File: config.mk
export PLATFORM = sky130hd
export DESIGN_NAME = inst_fetch_buffer
export DESIGN_NICKNAME = d
export VERILOG_FILES = /design/src/rtl/inst_fetch_buffer.sv
export SDC_FILE = /design/constraint.sdc
export NUM_CORES = 1
export LEC_CHECK = 0
export ABC_CLOCK_PERIOD_IN_PS = 2870
export CELL_PAD_IN_SITES_DETAIL_PLACEMENT = 1
export CELL_PAD_IN_SITES_GLOBAL_PLACEMENT = 2
export CORE_UTILIZATION = 37
export DETAILED_ROUTE_END_ITERATION = 10
export PLACE_DENSITY_LB_ADDON = 0.08
export SYNTH_ARGS = -nofsm -noshare
export SYNTH_HDL_FRONTEND = slang
export SYNTH_SLANG_ARGS = --single-unit
File: constraint.sdc
create_clock -name clk -period 2.87 [get_ports clk]
set_clock_uncertainty 0.2 [all_clocks]
set_input_delay 0.287 -clock clk [delete_from_list [all_inputs] [get_ports clk]]
set_output_delay 0.287 -clock clk [all_outputs]
set_load 0.01 [all_outputs]
File: src/rtl/inst_fetch_buffer.sv
// Instruction fetch front end: owns the fetch PC, issues reads to a synchronous
// instruction memory and buffers returned words for decode behind a valid/ready handshake.
module inst_fetch_buffer #(
    parameter int ADDR_WIDTH = 9,
    parameter int INST_WIDTH = 32,
    parameter int FIFO_DEPTH = 4
) (
    input  logic                  clk,
    input  logic                  reset,
    input  logic                  en,
    input  logic                  redirect_valid,
    input  logic [ADDR_WIDTH-1:0] redirect_pc,
    output logic                  mem_rd_en,
    output logic [ADDR_WIDTH-1:0] mem_addr,
    input  logic [INST_WIDTH-1:0] mem_rdata,
    output logic                  inst_valid,
    input  logic                  inst_ready,
    output logic [INST_WIDTH-1:0] inst_data,
    output logic [ADDR_WIDTH-1:0] inst_pc,
    output logic                  buf_full
);

    localparam int PTR_W = $clog2(FIFO_DEPTH);
    localparam int CNT_W = PTR_W + 1;

    logic [INST_WIDTH-1:0] r_data_mem [FIFO_DEPTH];
    logic [ADDR_WIDTH-1:0] r_pc_mem   [FIFO_DEPTH];

    logic [PTR_W-1:0]      r_wr_ptr;
    logic [PTR_W-1:0]      r_rd_ptr;
    logic [CNT_W-1:0]      r_count;
    logic [ADDR_WIDTH-1:0] r_fetch_pc;
    logic                  r_pending;
    logic [ADDR_WIDTH-1:0] r_pend_pc;
    logic                  r_buf_full;

    logic                  w_pop;
    logic                  w_pop_eff;
    logic                  w_push;
    logic                  w_issue;
    logic [CNT_W:0]        w_inflight;
    logic [CNT_W-1:0]      w_count_nxt;

    assign inst_valid = (r_count != '0);
    assign inst_data  = r_data_mem[r_rd_ptr];
    assign inst_pc    = r_pc_mem[r_rd_ptr];
    assign buf_full   = r_buf_full;

    assign w_pop     = inst_valid & inst_ready;
    assign w_pop_eff = w_pop & ~redirect_valid & ~reset;
    assign w_push    = r_pending & ~redirect_valid & ~reset;

    // Credit: entries held plus the read in flight, less this cycle's pop, must leave a free slot.
    assign w_inflight = (CNT_W+1)'(r_count) + (CNT_W+1)'(r_pending) - (CNT_W+1)'(w_pop);
    assign w_issue    = ~reset & en & ~redirect_valid & (w_inflight < (CNT_W+1)'(FIFO_DEPTH));

    assign mem_rd_en = w_issue;
    assign mem_addr  = reset ? '0 : r_fetch_pc;

    // NOTE: every signal written in always_comb gets a default first, so no latch can be inferred.
    always_comb begin
        w_count_nxt = r_count;
        if (w_push && !w_pop_eff) begin
            w_count_nxt = r_count + CNT_W'(1);
        end else if (!w_push && w_pop_eff) begin
            w_count_nxt = r_count - CNT_W'(1);
        end
    end

    // NOTE: buffer storage has no reset; inst_valid qualifies it, and leaving it unreset lets it map to plain RAM.
    always_ff @(posedge clk) begin
        if (w_push) begin
            r_data_mem[r_wr_ptr] <= mem_rdata;
            r_pc_mem[r_wr_ptr]   <= r_pend_pc;
        end
    end

    // NOTE: sequential state uses non-blocking assignments so all registers update from pre-edge values.
    always_ff @(posedge clk) begin
        if (reset) begin
            r_fetch_pc <= '0;
            r_pending  <= 1'b0;
            r_pend_pc  <= '0;
            r_wr_ptr   <= '0;
            r_rd_ptr   <= '0;
            r_count    <= '0;
            r_buf_full <= 1'b0;
        end else if (redirect_valid) begin
            // Flush drops the buffer and the return arriving this cycle.
            r_fetch_pc <= redirect_pc;
            r_pending  <= 1'b0;
            r_wr_ptr   <= '0;
            r_rd_ptr   <= '0;
            r_count    <= '0;
            r_buf_full <= 1'b0;
        end else begin
            r_pending  <= w_issue;
            if (w_issue) begin
                r_pend_pc  <= r_fetch_pc;
                r_fetch_pc <= r_fetch_pc + ADDR_WIDTH'(1);
            end
            if (w_push) begin
                r_wr_ptr <= r_wr_ptr + PTR_W'(1);
            end
            if (w_pop_eff) begin
                r_rd_ptr <= r_rd_ptr + PTR_W'(1);
            end
            r_count    <= w_count_nxt;
            r_buf_full <= (w_count_nxt == CNT_W'(FIFO_DEPTH));
        end
    end

endmodule
==> results.sh <==
export IMPL_worstPathArrival_ns=2.42
export IMPL_layout_drive_gt1_share_pct=24.35
export IMPL_postLayoutCoreUtil_pct=49.43
export IMPL_drcViolationCount=0
export IMPL_area_growth_pct=30.01
export IMPL_pin_count=99
export IMPL_cell_area_power_density_nw_per_um2=577.9
export IMPL_layout_setup_ws_ns=-0.03934
export IMPL_ir_drop_uv=434.0
export IMPL_antenna_found_initial=0
export IMPL_floorplan_die_width_um=144.1
export IMPL_grt_usage_pct=15.54
export IMPL_p_total_mw=5.614
export IMPL_violated_checks="negative setup slack"
export IMPL_worstSetupEndpointType="primary output"
export IMPL_fmax_ghz=0.3437
export IMPL_post_place_cells=766
export IMPL_routed_wire_length_per_instance_um=18.89
export IMPL_min_path_type="in2reg"
export IMPL_firstDrtPassIters=4
export IMPL_power_share_clock_pct=38.3
export IMPL_period_needed_ns=2.909
export IMPL_slew_limit_headroom_pct=67.48
export IMPL_crit_buf_inv=5
export IMPL_synth_main_ff_cell="sky130_fd_sc_hd__edfxtp_1"
export IMPL_asyncSetResetFlopFracSynth_pct=0
export IMPL_die_height_um=144.1
export IMPL_avgSynthCellArea_um2=18.96
export IMPL_post_cts_hold_buffer_count=0
export IMPL_run_status="complete, but fails checks"
export IMPL_cpLargestDelayFamily="adder cells"
export IMPL_n_antenna_cell=0
export IMPL_unrepaired_setup_endpoints_after_global_routing="yes"
export IMPL_seq_area_frac_synth_pct=73.68
export IMPL_power_internal_mw=4.393
export IMPL_clk_path_buf_depth=2
export IMPL_slew_of_the_pin_with_the_lowest_slew_margin_ns=0.4872
export IMPL_post_dp_hpwl_um=9663
export IMPL_crit_fanout=4
export IMPL_clock_edge_transition_at_the_registers_on_the_reported_setup_and_hold_paths_ns=0.07
export IMPL_clock_insertion_delay_worst_skew_ns=0.43
export IMPL_power_switching_share_pct=21.74
export IMPL_power_share_combinational_pct=6.8
export IMPL_gp_routability_congestion=0.7622
export IMPL_final_hold_viol_count=0
export IMPL_final_net_count=582
export IMPL_ff2ff_path_depth=14
export IMPL_std_cell_rows=51
export IMPL_path_cells="inv_2, ha_4, nand2b_4, nand2_4, clkinv_4, ha_4, inv_4, ha_4, and3b_4, o21a_1, o211ai_1, inv_2, buf_6"
export IMPL_slew_violations=0
export IMPL_drt_iter0_markers=153
export IMPL_globalRoute_totalOverflow=0
export IMPL_htree_num_levels=4
export IMPL_yosys_top_cells_area="sky130_fd_sc_hd__edfxtp_1 (66%), sky130_fd_sc_hd__mux4_2 (12%), sky130_fd_sc_hd__dfxtp_1 (7.8%), sky130_fd_sc_hd__ha_1 (1.8%), sky130_fd_sc_hd__xnor2_1 (1.5%)"
export IMPL_yosysWarningCount=0
export IMPL_cts_sinks=193
export IMPL_via_to_cell_ratio=4.963
export IMPL_setup_tns_ns=-0.04266
export IMPL_postRouteWirelength_um=15170
export IMPL_worst_path_stages=13
export IMPL_design_core_area_um2=19650
export IMPL_num_vias=3985
export IMPL_synth_top_cells_by_count="sky130_fd_sc_hd__edfxtp_1 (164), sky130_fd_sc_hd__mux4_2 (41), sky130_fd_sc_hd__dfxtp_1 (29)"
export IMPL_setup_viol=2
export IMPL_postSynthNetCount=451
export IMPL_cts_inserted_buffers=17
export IMPL_cp_required_ns=2.38
export IMPL_critical_path_max_stage_delay_ns=0.33
export IMPL_first_pass_grt_wire_length_um=23160
export IMPL_grt_pass1_vias=4352
export IMPL_grt_start_max_net_pins=42
export IMPL_start_util_pct=38.02
export IMPL_post_synth_top_area_fraction_pct=65.91
export IMPL_critical_path_top_cell_by_count="sky130_fd_sc_hd__ha_4"
export IMPL_place_port_buffers=98
export IMPL_cts_tree="built"
export IMPL_design_die_area_um2=20770
export IMPL_max_cap_violations=0
export IMPL_p_leak_nw=3.262
export IMPL_slowest_stage="sky130_fd_sc_hd__dfxtp_2"
export IMPL_p_switching_mw=1.220
export IMPL_synth_edf_count=164
export IMPL_fin_cells=803
export IMPL_synth_area_um2=7472
export IMPL_postSynthRegisterBits=193
export IMPL_worstSetupPathType="reg2out"
export IMPL_period_share_pct=101.4
export IMPL_worst_setup_path_start_kind="register"
export IMPL_ant_nets=0
export IMPL_yosysUniqueCellTypes=41
export IMPL_post_synth_top_area_cell="sky130_fd_sc_hd__edfxtp_1"
export IMPL_yosysMostFrequentCell="sky130_fd_sc_hd__edfxtp_1"
export IMPL_min_path_cells=3
export IMPL_p_seq_share_pct=54.9
export IMPL_root_buffer="sky130_fd_sc_hd__clkbuf_16"
export IMPL_netlist_instances=394
## worst paths after layout
| check | startpoint | end | slack [ns] |
|---|---|---|---|
| worst max-delay path | r_count[1]$_SDFF_PP0_ | mem_rd_en | -0.04 |
| worst min-delay path | redirect_pc[7] | r_fetch_pc[7]$_SDFFE_PP0P_ | 0.24 |
| worst max register to register | r_count[1]$_SDFF_PP0_ | r_fetch_pc[6]$_SDFFE_PP0P_ | 0 |
| worst min register to register | r_pend_pc[8]$_SDFFE_PP0P_ | r_pc_mem[2][8]$_DFFE_PP_ | 0.31 |
## registers in the layout, summed over array words and instances, names as in the netlist, named ones only
signal	count
buf_full	1
r_count	3
r_data_mem	128
r_fetch_pc	9
r_pc_mem	36
r_pend_pc	9
r_pending	1
r_rd_ptr	2
r_wr_ptr	2
## what timing repair did
item	4_1_cts	5_1_grt
pin swaps	6	8
setup buffers	5	0
endpoints found under the setup margin	6	10
gates cloned	0	0
gates resized for setup	12	7
## power by group through the flow
stage | logic [mW] | clock network [mW] | registers (mW)
finish | 0.384 | 2.15 | 3.08
global route | 0.416 | 2.32 | 3.08
detailed placement | 0.363 | 0 | 3.14
global placement | 0.354 | 0 | 3.14
CTS | 0.381 | 2.23 | 3.08
floorplan | 0.162 | 0 | 3.14
## tightest hold or removal path, cell delays in order
cell and delay, ns:
sky130_fd_sc_hd__clkdlybuf4s50_1 0.39, sky130_fd_sc_hd__nor2_1 0.08, sky130_fd_sc_hd__a211oi_1 0.05
## logic make-up after synthesis
kind of cell	share of synthesized area, %
flip-flops	73.68
AND/OR/NAND/NOR	4.873
multiplexers	12.63
AO/OA/AOI/OAI	3.567
buffers and inverters	1.641
XOR/XNOR	1.641
adder cells (fa/ha/maj)	1.976
## through the flow
| step | setup slack (ns) | hold WS [ns] | cell area [um^2] |
|---|---|---|---|
| 3_3_place_gp | -0.2458 | 0.2714 | 9066 |
| 6_report | -0.03934 | 0.2358 | 9714 |
| 2_1_floorplan | 0.0008018 | 0.1859 | 7517 |
| 3_5_place_dp | -0.2989 | 0.2947 | 9066 |
| 5_1_grt | -0.1215 | 0.2685 | 9714 |
| 4_1_cts | -0.06712 | 0.2155 | 9682 |
## layer usage
| metal | up-vias | track usage (%) | routed length, um |
|---|---|---|---|
| met5 | - | 0 | 0 |
| met4 | 0 | 6.719 | 231 |
| met3 | 14 | 3.411 | 523 |
| met2 | 76 | 28.07 | 8156 |
| met1 | 2066 | 17.60 | 6257 |
| li1 | 1829 | - | - |
## area by class of cell
cell class | instances | area [um^2]
timing repair buffer | 130 | 1326
sequential | 193 | 5513
multi-input combinational | 170 | 1949
fill | 1913 | 9940
tap | 265 | 331.6
inverter | 13 | 56.30
clock buffer | 19 | 432.9
clock inverter | 13 | 105.1
## placed cells by master, fill, tap and decap left out, types with 4 or more instances in the layout
| master | count |
|---|---|
| sky130_fd_sc_hd__xnor2_1 | 13 |
| sky130_fd_sc_hd__and3b_1 | 8 |
| sky130_fd_sc_hd__ha_1 | 8 |
| sky130_fd_sc_hd__a211oi_1 | 9 |
| sky130_fd_sc_hd__buf_4 | 23 |
| sky130_fd_sc_hd__mux4_2 | 41 |
| sky130_fd_sc_hd__dfxtp_1 | 25 |
| sky130_fd_sc_hd__edfxtp_1 | 164 |
| sky130_fd_sc_hd__a21o_1 | 8 |
| sky130_fd_sc_hd__clkbuf_16 | 17 |
| sky130_fd_sc_hd__clkinv_4 | 6 |
| sky130_fd_sc_hd__nand2_1 | 4 |
| sky130_fd_sc_hd__nor2b_1 | 8 |
| sky130_fd_sc_hd__buf_12 | 8 |
| sky130_fd_sc_hd__clkdlybuf4s50_1 | 97 |
| sky130_fd_sc_hd__nand4_1 | 4 |
| sky130_fd_sc_hd__a21oi_1 | 6 |
| sky130_fd_sc_hd__and3_2 | 4 |
| sky130_fd_sc_hd__nor2_1 | 20 |
| sky130_fd_sc_hd__inv_1 | 8 |
Power figures use the tool's default switching activity.
